--- src/rtl/number_row.sv ---
// number_row: renders one 16-character LCD row showing a captured value
// in binary, hex, octal or decimal, with a background double-dabble.
module number_row #(
    parameter int VALUE_WIDTH = 8
) (
    input  logic                   i_clk,
    input  logic                   i_rst,
    input  logic [VALUE_WIDTH-1:0] i_value,
    input  logic [1:0]             i_mode,
    input  logic                   i_load,
    output logic                   o_busy,
    output logic                   o_done,
    input  logic [3:0]             i_charIndex,
    output logic [7:0]             o_character
);

    if (VALUE_WIDTH < 1 || VALUE_WIDTH > 12) begin : g_bad_width
        $error("number_row: VALUE_WIDTH must be in 1..12");
    end

    localparam logic [1:0] MODE_BIN = 2'd0;
    localparam logic [1:0] MODE_HEX = 2'd1;
    localparam logic [1:0] MODE_DEC = 2'd2;
    localparam logic [1:0] MODE_OCT = 2'd3;

    localparam logic [4:0] N_BIN = 5'(VALUE_WIDTH);
    localparam logic [4:0] N_HEX = 5'((VALUE_WIDTH + 3) / 4);
    localparam logic [4:0] N_OCT = 5'((VALUE_WIDTH + 2) / 3);
    localparam logic [4:0] N_DEC = (VALUE_WIDTH <= 3) ? 5'd1 :
                                   (VALUE_WIDTH <= 6) ? 5'd2 :
                                   (VALUE_WIDTH <= 9) ? 5'd3 : 5'd4;

    localparam logic [3:0] LAST_SHIFT = 4'(VALUE_WIDTH - 1);

    typedef enum logic [1:0] {
        S_IDLE    = 2'd0,
        S_CONVERT = 2'd1,
        S_COMMIT  = 2'd2
    } state_t;

    state_t                 state_q, state_d;
    logic [VALUE_WIDTH-1:0] wval_q, wval_d;
    logic [1:0]             wmode_q, wmode_d;
    logic [15:0]            bcd_q, bcd_d;
    logic [3:0]             cnt_q, cnt_d;
    logic [1:0]             cmode_q, cmode_d;
    logic [15:0]            cres_q, cres_d;
    logic                   done_q, done_d;
    logic [7:0]             char_q, char_d;
    logic [15:0]            bcd_adj;

    // Add 3 to every BCD nibble that is 5 or more ahead of the shift.
    function automatic logic [15:0] dd_adjust(input logic [15:0] b);
        logic [15:0] r;
        r = b;
        for (int i = 0; i < 4; i++) begin
            if (r[4*i +: 4] >= 4'd5) begin
                r[4*i +: 4] = r[4*i +: 4] + 4'd3;
            end
        end
        return r;
    endfunction

    function automatic logic [7:0] hex_ascii(input logic [3:0] n);
        if (n < 4'd10) begin
            return 8'h30 + {4'h0, n};
        end
        return 8'h37 + {4'h0, n};
    endfunction

    assign bcd_adj = dd_adjust(bcd_q);

    // State and datapath registers; reset leaves a committed binary zero.
    always_ff @(posedge i_clk or posedge i_rst) begin
        if (i_rst) begin
            state_q <= S_IDLE;
            wval_q  <= '0;
            wmode_q <= MODE_BIN;
            bcd_q   <= '0;
            cnt_q   <= '0;
            cmode_q <= MODE_BIN;
            cres_q  <= '0;
            done_q  <= 1'b0;
            char_q  <= 8'h20;
        end else begin
            state_q <= state_d;
            wval_q  <= wval_d;
            wmode_q <= wmode_d;
            bcd_q   <= bcd_d;
            cnt_q   <= cnt_d;
            cmode_q <= cmode_d;
            cres_q  <= cres_d;
            done_q  <= done_d;
            char_q  <= char_d;
        end
    end

    // Capture, convert, then commit the working result in a single step.
    always_comb begin
        state_d = state_q;
        wval_d  = wval_q;
        wmode_d = wmode_q;
        bcd_d   = bcd_q;
        cnt_d   = cnt_q;
        cmode_d = cmode_q;
        cres_d  = cres_q;
        done_d  = 1'b0;
        unique case (state_q)
            S_IDLE: begin
                if (i_load) begin
                    wval_d  = i_value;
                    wmode_d = i_mode;
                    bcd_d   = '0;
                    cnt_d   = '0;
                    state_d = S_CONVERT;
                end
            end
            S_CONVERT: begin
                if (wmode_q != MODE_DEC) begin
                    state_d = S_COMMIT;
                end else begin
                    {bcd_d, wval_d} = {bcd_adj, wval_q} << 1;
                    cnt_d = cnt_q + 4'd1;
                    if (cnt_q == LAST_SHIFT) begin
                        state_d = S_COMMIT;
                    end
                end
            end
            S_COMMIT: begin
                cmode_d = wmode_q;
                if (wmode_q == MODE_DEC) begin
                    cres_d = bcd_q;
                end else begin
                    cres_d = '0;
                    cres_d[VALUE_WIDTH-1:0] = wval_q;
                end
                done_d  = 1'b1;
                state_d = S_IDLE;
            end
            default: begin
                state_d = S_IDLE;
            end
        endcase
    end

    logic [31:0] label;
    logic [4:0]  nfield;
    logic [3:0]  dig;
    logic [15:0] shifted;
    logic [7:0]  digit;
    logic        in_field;

    // Look up one row character from the committed registers only.
    always_comb begin
        label   = "Bin:";
        nfield  = N_BIN;
        shifted = '0;
        digit   = 8'h20;
        char_d  = 8'h20;
        dig     = 4'd15 - i_charIndex;
        unique case (cmode_q)
            MODE_BIN: begin
                label   = "Bin:";
                nfield  = N_BIN;
                shifted = cres_q >> dig;
                digit   = shifted[0] ? 8'h31 : 8'h30;
            end
            MODE_HEX: begin
                label   = "Hex:";
                nfield  = N_HEX;
                shifted = cres_q >> {dig, 2'b00};
                digit   = hex_ascii(shifted[3:0]);
            end
            MODE_DEC: begin
                label   = "Dec:";
                nfield  = N_DEC;
                shifted = cres_q >> {dig, 2'b00};
                if (dig != 4'd0 && shifted == 16'd0) begin
                    digit = 8'h20;
                end else begin
                    digit = hex_ascii(shifted[3:0]);
                end
            end
            MODE_OCT: begin
                label   = "Oct:";
                nfield  = N_OCT;
                shifted = cres_q >> (6'(dig) * 6'd3);
                digit   = hex_ascii({1'b0, shifted[2:0]});
            end
            default: begin
                label = "Bin:";
            end
        endcase
        // The label and separator keep their places even for a 12-bit binary field.
        in_field = (i_charIndex >= 4'd5) &&
                   ({1'b0, i_charIndex} >= (5'd16 - nfield));
        unique case (1'b1)
            (i_charIndex < 4'd4): begin
                unique case (i_charIndex[1:0])
                    2'd0:    char_d = label[31:24];
                    2'd1:    char_d = label[23:16];
                    2'd2:    char_d = label[15:8];
                    default: char_d = label[7:0];
                endcase
            end
            in_field: char_d = digit;
            default:  char_d = 8'h20;
        endcase
    end

    assign o_busy      = (state_q != S_IDLE);
    assign o_done      = done_q;
    assign o_character = char_q;

endmodule
--- config.mk ---
export PLATFORM = sky130hd
export DESIGN_NAME = number_row
export DESIGN_NICKNAME = d
export VERILOG_FILES = /design/src/rtl/number_row.sv
export SDC_FILE = /design/constraint.sdc
export NUM_CORES = 1
export LEC_CHECK = 0
export BUFFER_PORTS_ARGS = -buffer_cell sky130_fd_sc_hd__buf_2
export CORE_MARGIN = 4
export CORE_UTILIZATION = 34
export DETAILED_ROUTE_END_ITERATION = 8
export HOLD_SLACK_MARGIN = 0.02
export REMOVE_ABC_BUFFERS = 1
export SLEW_MARGIN = 20
export SYNTH_ARGS = -nofsm -noshare
export SYNTH_HDL_FRONTEND = slang
export SYNTH_SLANG_ARGS = --single-unit
--- constraint.sdc ---
create_clock -name i_clk -period 2.8 [get_ports i_clk]
set_input_delay 0.42 -clock i_clk [delete_from_list [all_inputs] [get_ports i_clk]]
set_output_delay 0.42 -clock i_clk [all_outputs]
set_load 0.1 [all_outputs]
# Word level (Yosys, flattened, before mapping)
# Cells that the tools add are included.
# Widths: inputs -> output; s select.
[op_classes]
addsub = 11
multipliers = 1
magnitude_cmp = 9
eq_ne = 13
shifts = 3
n_mux = 37
reduce_logical = 13
[ops]
columns = ["cell", "count"]
rows = [
  ["$pmux 32 s4", 1],
  ["$mux 8", 8],
  ["$mux 16", 3],
  ["$pmux 16 s2", 1],
  ["$pmux 8 s2", 2],
  ["$pmux 8 s4", 1],
  ["$pmux 8 s3", 1],
  ["$ge 4x3->1 const B", 5],
  ["$mux 4", 5],
  ["$logic_not 16->1", 1],
  ["$shr 16x4->1", 1],
  ["$shr 16x6->16", 1],
  ["$shr 16x6->3", 1],
  ["$pmux 5 s3", 1],
  ["$add 6x3->7 const A", 2],
  ["$add 6x4->7 const A", 2],
  ["$add 4x2->4 const B", 3],
  ["$eq 2x2->1 const B", 5],
  ["$mux 1", 8],
  ["$pmux 4 s2", 1],
  ["$eq 2x1->1 const B", 3],
  ["$logic_not 2->1", 3],
  ["$mul 4x2->6 const B", 1],
  ["$mux 2", 3],
  ["other kinds (19)", 24],
]
[totals]
reg_bits = 59
inputBits = 17
output_inout_bits = 10

# Logic depth before layout (Yosys ltp)
[depth]
ltp_word = 10
mapped_depth = 11
ltp_nobuf = 11

# Least setup slack after synthesis
# OpenSTA, ideal clock, no wires.
[synth_path]
path_kind = "input-to-reg"
startpoint = "input i_charIndex[0]"
endpoint = "register char_q[1] (netlist: o_character[1])"
setup_time_ns = 0.126
arrival_ns = 2.456
required_time_ns = 2.674
setup_slack_ns = 0.218
cell_stages = 11
n_path_buf = 3
path_cell_list = "buf_6 > buf_2 > buf_2 > inv_1 > ha_1 > nand2b_1 > a21o_1 > a21o_1 > o21a_1 > nor2b_2 > a221o_1"
[synth_via]
elab_chain_cells = 10
word_cells_on_any_way = 35
classes_between = "5 x add/sub; 1 x mul; 5 x order compare; 2 x eq/ne; 2 x shift; 15 x mux; 5 x reduce/logical"
[synth_rtl]
columns = ["element", "line_no", "source"]
rows = [
  ["start, declared", "13", "input logic [3:0] i_charIndex,"],
  ["parallel branches: the longest is 9 deep, another holds $add 6x3->7", "--", ""],
  ["$pmux 8 s2 *", "197", "unique case (1'b1)"],
  ["named net char_d[1]", "49", "logic [7:0] char_q, char_d;"],
  ["end signal, assigned", "94", "char_q <= char_d;"],
  ["end, declared", "49", ""],
]
# Mark *: on every way through the listed nets, which the timed path passes. The select of a mux whose other input is x is not followed.
# A chain may end at the register's enable or synchronous reset.

# Final worst setup path
[layout_path]
startpoint = "register cmode_q[0]"
endpoint = "register char_q[1] (netlist: o_character[1])"
[layout_via]
elab_chain_cells = 7
word_cells_on_any_way = 13
classes_between = "1 x add/sub; 1 x order compare; 3 x eq/ne; 5 x mux; 3 x reduce/logical"
[layout_rtl]
columns = ["element", "line_no", "source"]
rows = [
  ["start, declared", "46", "logic [1:0] cmode_q, cmode_d;"],
  ["start signal, assigned", "91", "cmode_q <= cmode_d;"],
  ["$eq 2x2->1", "161", "unique case (cmode_q)"],
  ["$reduce_or 2->1 (no line)", "--", ""],
  ["$pmux 5 s3", "161", ""],
  ["$sub 5x5->5", "196", "({1'b0, i_charIndex} >= (5'd16 - nfield));"],
  ["$ge 4x5->1", "196", ""],
  ["$logic_and 1x1->1", "195", "in_field = (i_charIndex >= 4'd5) &&"],
  ["$pmux 8 s2 *", "197", ""],
  ["named net char_d[1]", "49", ""],
]
# Mark *: on every way through the listed nets, which the timed path passes. The rest lies on a longest branch. The select of a mux whose other input is x is not followed.

==> flow_summary.yaml <==
clock_network:
  tritoncts.num_buffers: 9
  cts_num_sinks: 58
  tritoncts: "done"
  ctsResizeCount: 0
  clk_path_buf_depth: 2
  cts-root-buf: "clkbuf_8"
  cts.reportedPaths.clkPinSlew_ns: 0.07
  clk_latency_ns: 0.35
  holdBufCountCts: 0
  cts_setup_buffers: 0
  h-tree-depth: 3
critical_path:
  worstSetupEndpointType: "flop"
  cp_max_fo: 6
  cp.required_ns: 3.01
  critPathArrivalTime_ns: 2.85
  cp_top_family: "compound AO/OA/AOI/OAI gates"
  crit_buf_inv: 1
  ff2ff_setup_slack_ns: 0.17
  r2r_cells: 11
  crit_slowest_cell: "dfrtp_1"
  r2r_end: "o_character[1]$_DFF_PP0_"
  crit_type: "flop to flop"
  startpoint_type: "flop"
  rr_startpoint: "cmode_q[0]$_DFFE_PP0P_"
  cp_cell_sequence: "inv_1, ha_1, nor2_1, nor2_1, ha_1, nand2b_1, a21o_1, a21o_1, o21a_1, nor2b_2, a221o_1"
  slowest_delay_ns: 0.44
timing:
  min_period_ns: 2.633
  fmax_mhz: 379.8
  min_period_over_period_pct: 94.04
  worst_slack_ns: 0.1669
  worstMarginPinSlew_ns: 0.6695
  finalSetupTns_ns: 0
  skew_ns: 0.01295
  finalSetupViolCount: 0
  relSlewSlack_pct: 55.30
  slew_viol_final: 0
  rsz0062_at_grt: "no"
  finalHoldViolations: 0
route:
  ant_nets: 0
  wl_per_cell_um: 14.36
  drt_drc_violations_left: 0
  wl_mm: 7.723
  viasPerCell: 5.115
  dr.pass1.iters: 4
  vias: 2752
  drt_iter0_drc: 138
synth:
  avgSynthCellArea_um2: 9.668
  synth_flop_cell: "dfrtp_1"
  yosys.cell_types.count: 50
  yosysWarnings: 0
  synthArstFlopShare_pct: 100.0
  yosys.area.top_type: "dfrtp_1"
  synth_edf_count: 0
  synth-seq-cells: 58
  synth_area_leaders: "dfrtp_1 40%, ha_1 7.7%, o21ai_0 6.6%, mux2i_1 5.3%, nand2_1 5.1%"
  synthCells: 370
  synth_area_um2: 3577
  yosys.area.top_type_share_pct: 39.87
  yosysSeqAreaShare_pct: 40.61
status:
  status: "finished clean"
grt:
  grt_use_total_pct: 13.57
  grtUsageMet1_pct: 17.01
  grt_overflow_total: 0
  grtUsageMet2_pct: 22.29
  grt_pass1_wl_mm: 13.73
  grt_pass1_vias: 2794
  top_usage_layer: "met2"
  use_met3_pct: 3.562
  antenna_found_initial: 0
  grt_max_degree: 32
hold_path:
  hold_class: "input pin to asynchronous set/reset pin"
placed_design:
  dp_hpwl_mm: 5.621
  io_buffers: 25
  place_inst: 522
  place_ws_ns: 0.2034
  gp_congestion: 0.8945
final_layout:
  n_antenna_cell: 0
  layout.cells.most_common: "dfrtp_1"
  drive_gt1_share_pct: 19.40
  most-common-layout-cells: "57 x dfrtp_1, 49 x nand2_1, 47 x o21ai_0"
  nets: 436
  fin_cells: 538
  area_growth_pct: 13.26
floorplanning:
  core_area_um2: 10280
  die_area_um2: 12230
  io_pins: 27
  die_x_um: 110.6
  initial_utilization_pct: 34.81
  fp-row-count: 37
  die_h_um: 110.6
pwr:
  p_leak_nw: 1.885
  ir_drop_v: 0.0004406
  power_density_nw_per_um2: 877.1
job:
  maxCapViolations: 0
-- kinds of logic (layout without fill, tap and decap cells) --
group | Yosys count | count (layout) | synth area share (%)
buf+inv | 39 | 70 | 4.547
simple gates | 109 | 109 | 13.96
xor+xnor | 9 | 9 | 2.203
mux | 36 | 36 | 14.03
flops | 58 | 58 | 40.61
compound gates | 96 | 96 | 16.86
other cells | 1 | 2 | 0.1048
fa+ha+maj | 22 | 22 | 7.695
-- cells in the mapped netlist (all sizes together), types with 5 or more instances --
cell     n
a21oi   14
a22o    11
buf      6
clkbuf  16
dfrtp   57
ha      22
inv     17
mux2     7
mux2i   19
mux4    10
nand2   49
nand2b   8
nand3    7
nor2    22
nor3     5
o21ai   49
xnor2    5
-- per-layer routing --
metal | up-vias | wire [µm]
li1 | 1366 | -
met1 | 1303 | 3662
met2 | 68 | 3587
met3 | 15 | 308
met4 | 0 | 164
met5 | - | 0
-- layout make-up --
| cell class | instances | area [µm²] |
|---|---|---|
| well taps | 136 | 170.2 |
| repair buffers | 37 | 215.2 |
| flip-flops and latches | 58 | 1453 |
| clock inverters | 4 | 26.28 |
| clock buffers | 12 | 155.1 |
| fillers | 1036 | 6226 |
| inverters | 17 | 63.81 |
| multi-input cells | 274 | 1968 |
-- how the worst max path moves through the flow --
stage	from	endpoint	slack (ns)	depth (start not counted)
global placement	cmode_q[0]$_DFFE_PP0P_	o_character[2]$_DFF_PP0_	0.25	11
detailed placement	cmode_q[0]$_DFFE_PP0P_	o_character[1]$_DFF_PP0_	0.20	11
finish	cmode_q[0]$_DFFE_PP0P_	o_character[1]$_DFF_PP0_	0.17	11
global route	cmode_q[0]$_DFFE_PP0P_	o_character[1]$_DFF_PP0_	0.03	11
CTS	cmode_q[0]$_DFFE_PP0P_	o_character[1]$_DFF_PP0_	0.18	11
floorplan	state_q[1]$_DFFE_PP0P_	bcd_q[15]$_DFFE_PP0P_	0.35	5
-- through the flow --
stage / instance area [µm²] / utilization (%) / power (mW) / hold WS (ns)
after floorplan: 3482 / - / 2.412 / 0.4700
after global placement: 3870 / 37.66 / 2.848 / 0.4994
after detailed placement: 3870 / 37.66 / 2.875 / 0.5125
after CTS: 4051 / 39.42 / 3.596 / 0.1838
after global routing: 4051 / 39.42 / 3.818 / 0.2415
final: 4051 / 39.42 / 3.553 / 0.1757
-- worst reg2reg max path, delay by kind of cell (launching register included) --
kind	cells	cell delay, ns
flops	1	0.44
fa+ha+maj	2	0.50
compound gates	4	0.90
simple gates	4	0.54
buf+inv	1	0.13
-- sequential cells by signal (all words and copies together), names as in the netlist --
signal       count
wval_q           8
cnt_q            4
o_done           1
state_q          2
cmode_q          2
bcd_q           16
o_character      7
cres_q          16
wmode_q          2
-- where the power goes --
group | switching, mW | internal [mW] | total, mW
combinational | 1.01 | 0.595 | 1.60
sequential | 0.197 | 1.05 | 1.25
clock | 0.337 | 0.368 | 0.704
Power figures use the tool's default switching activity.
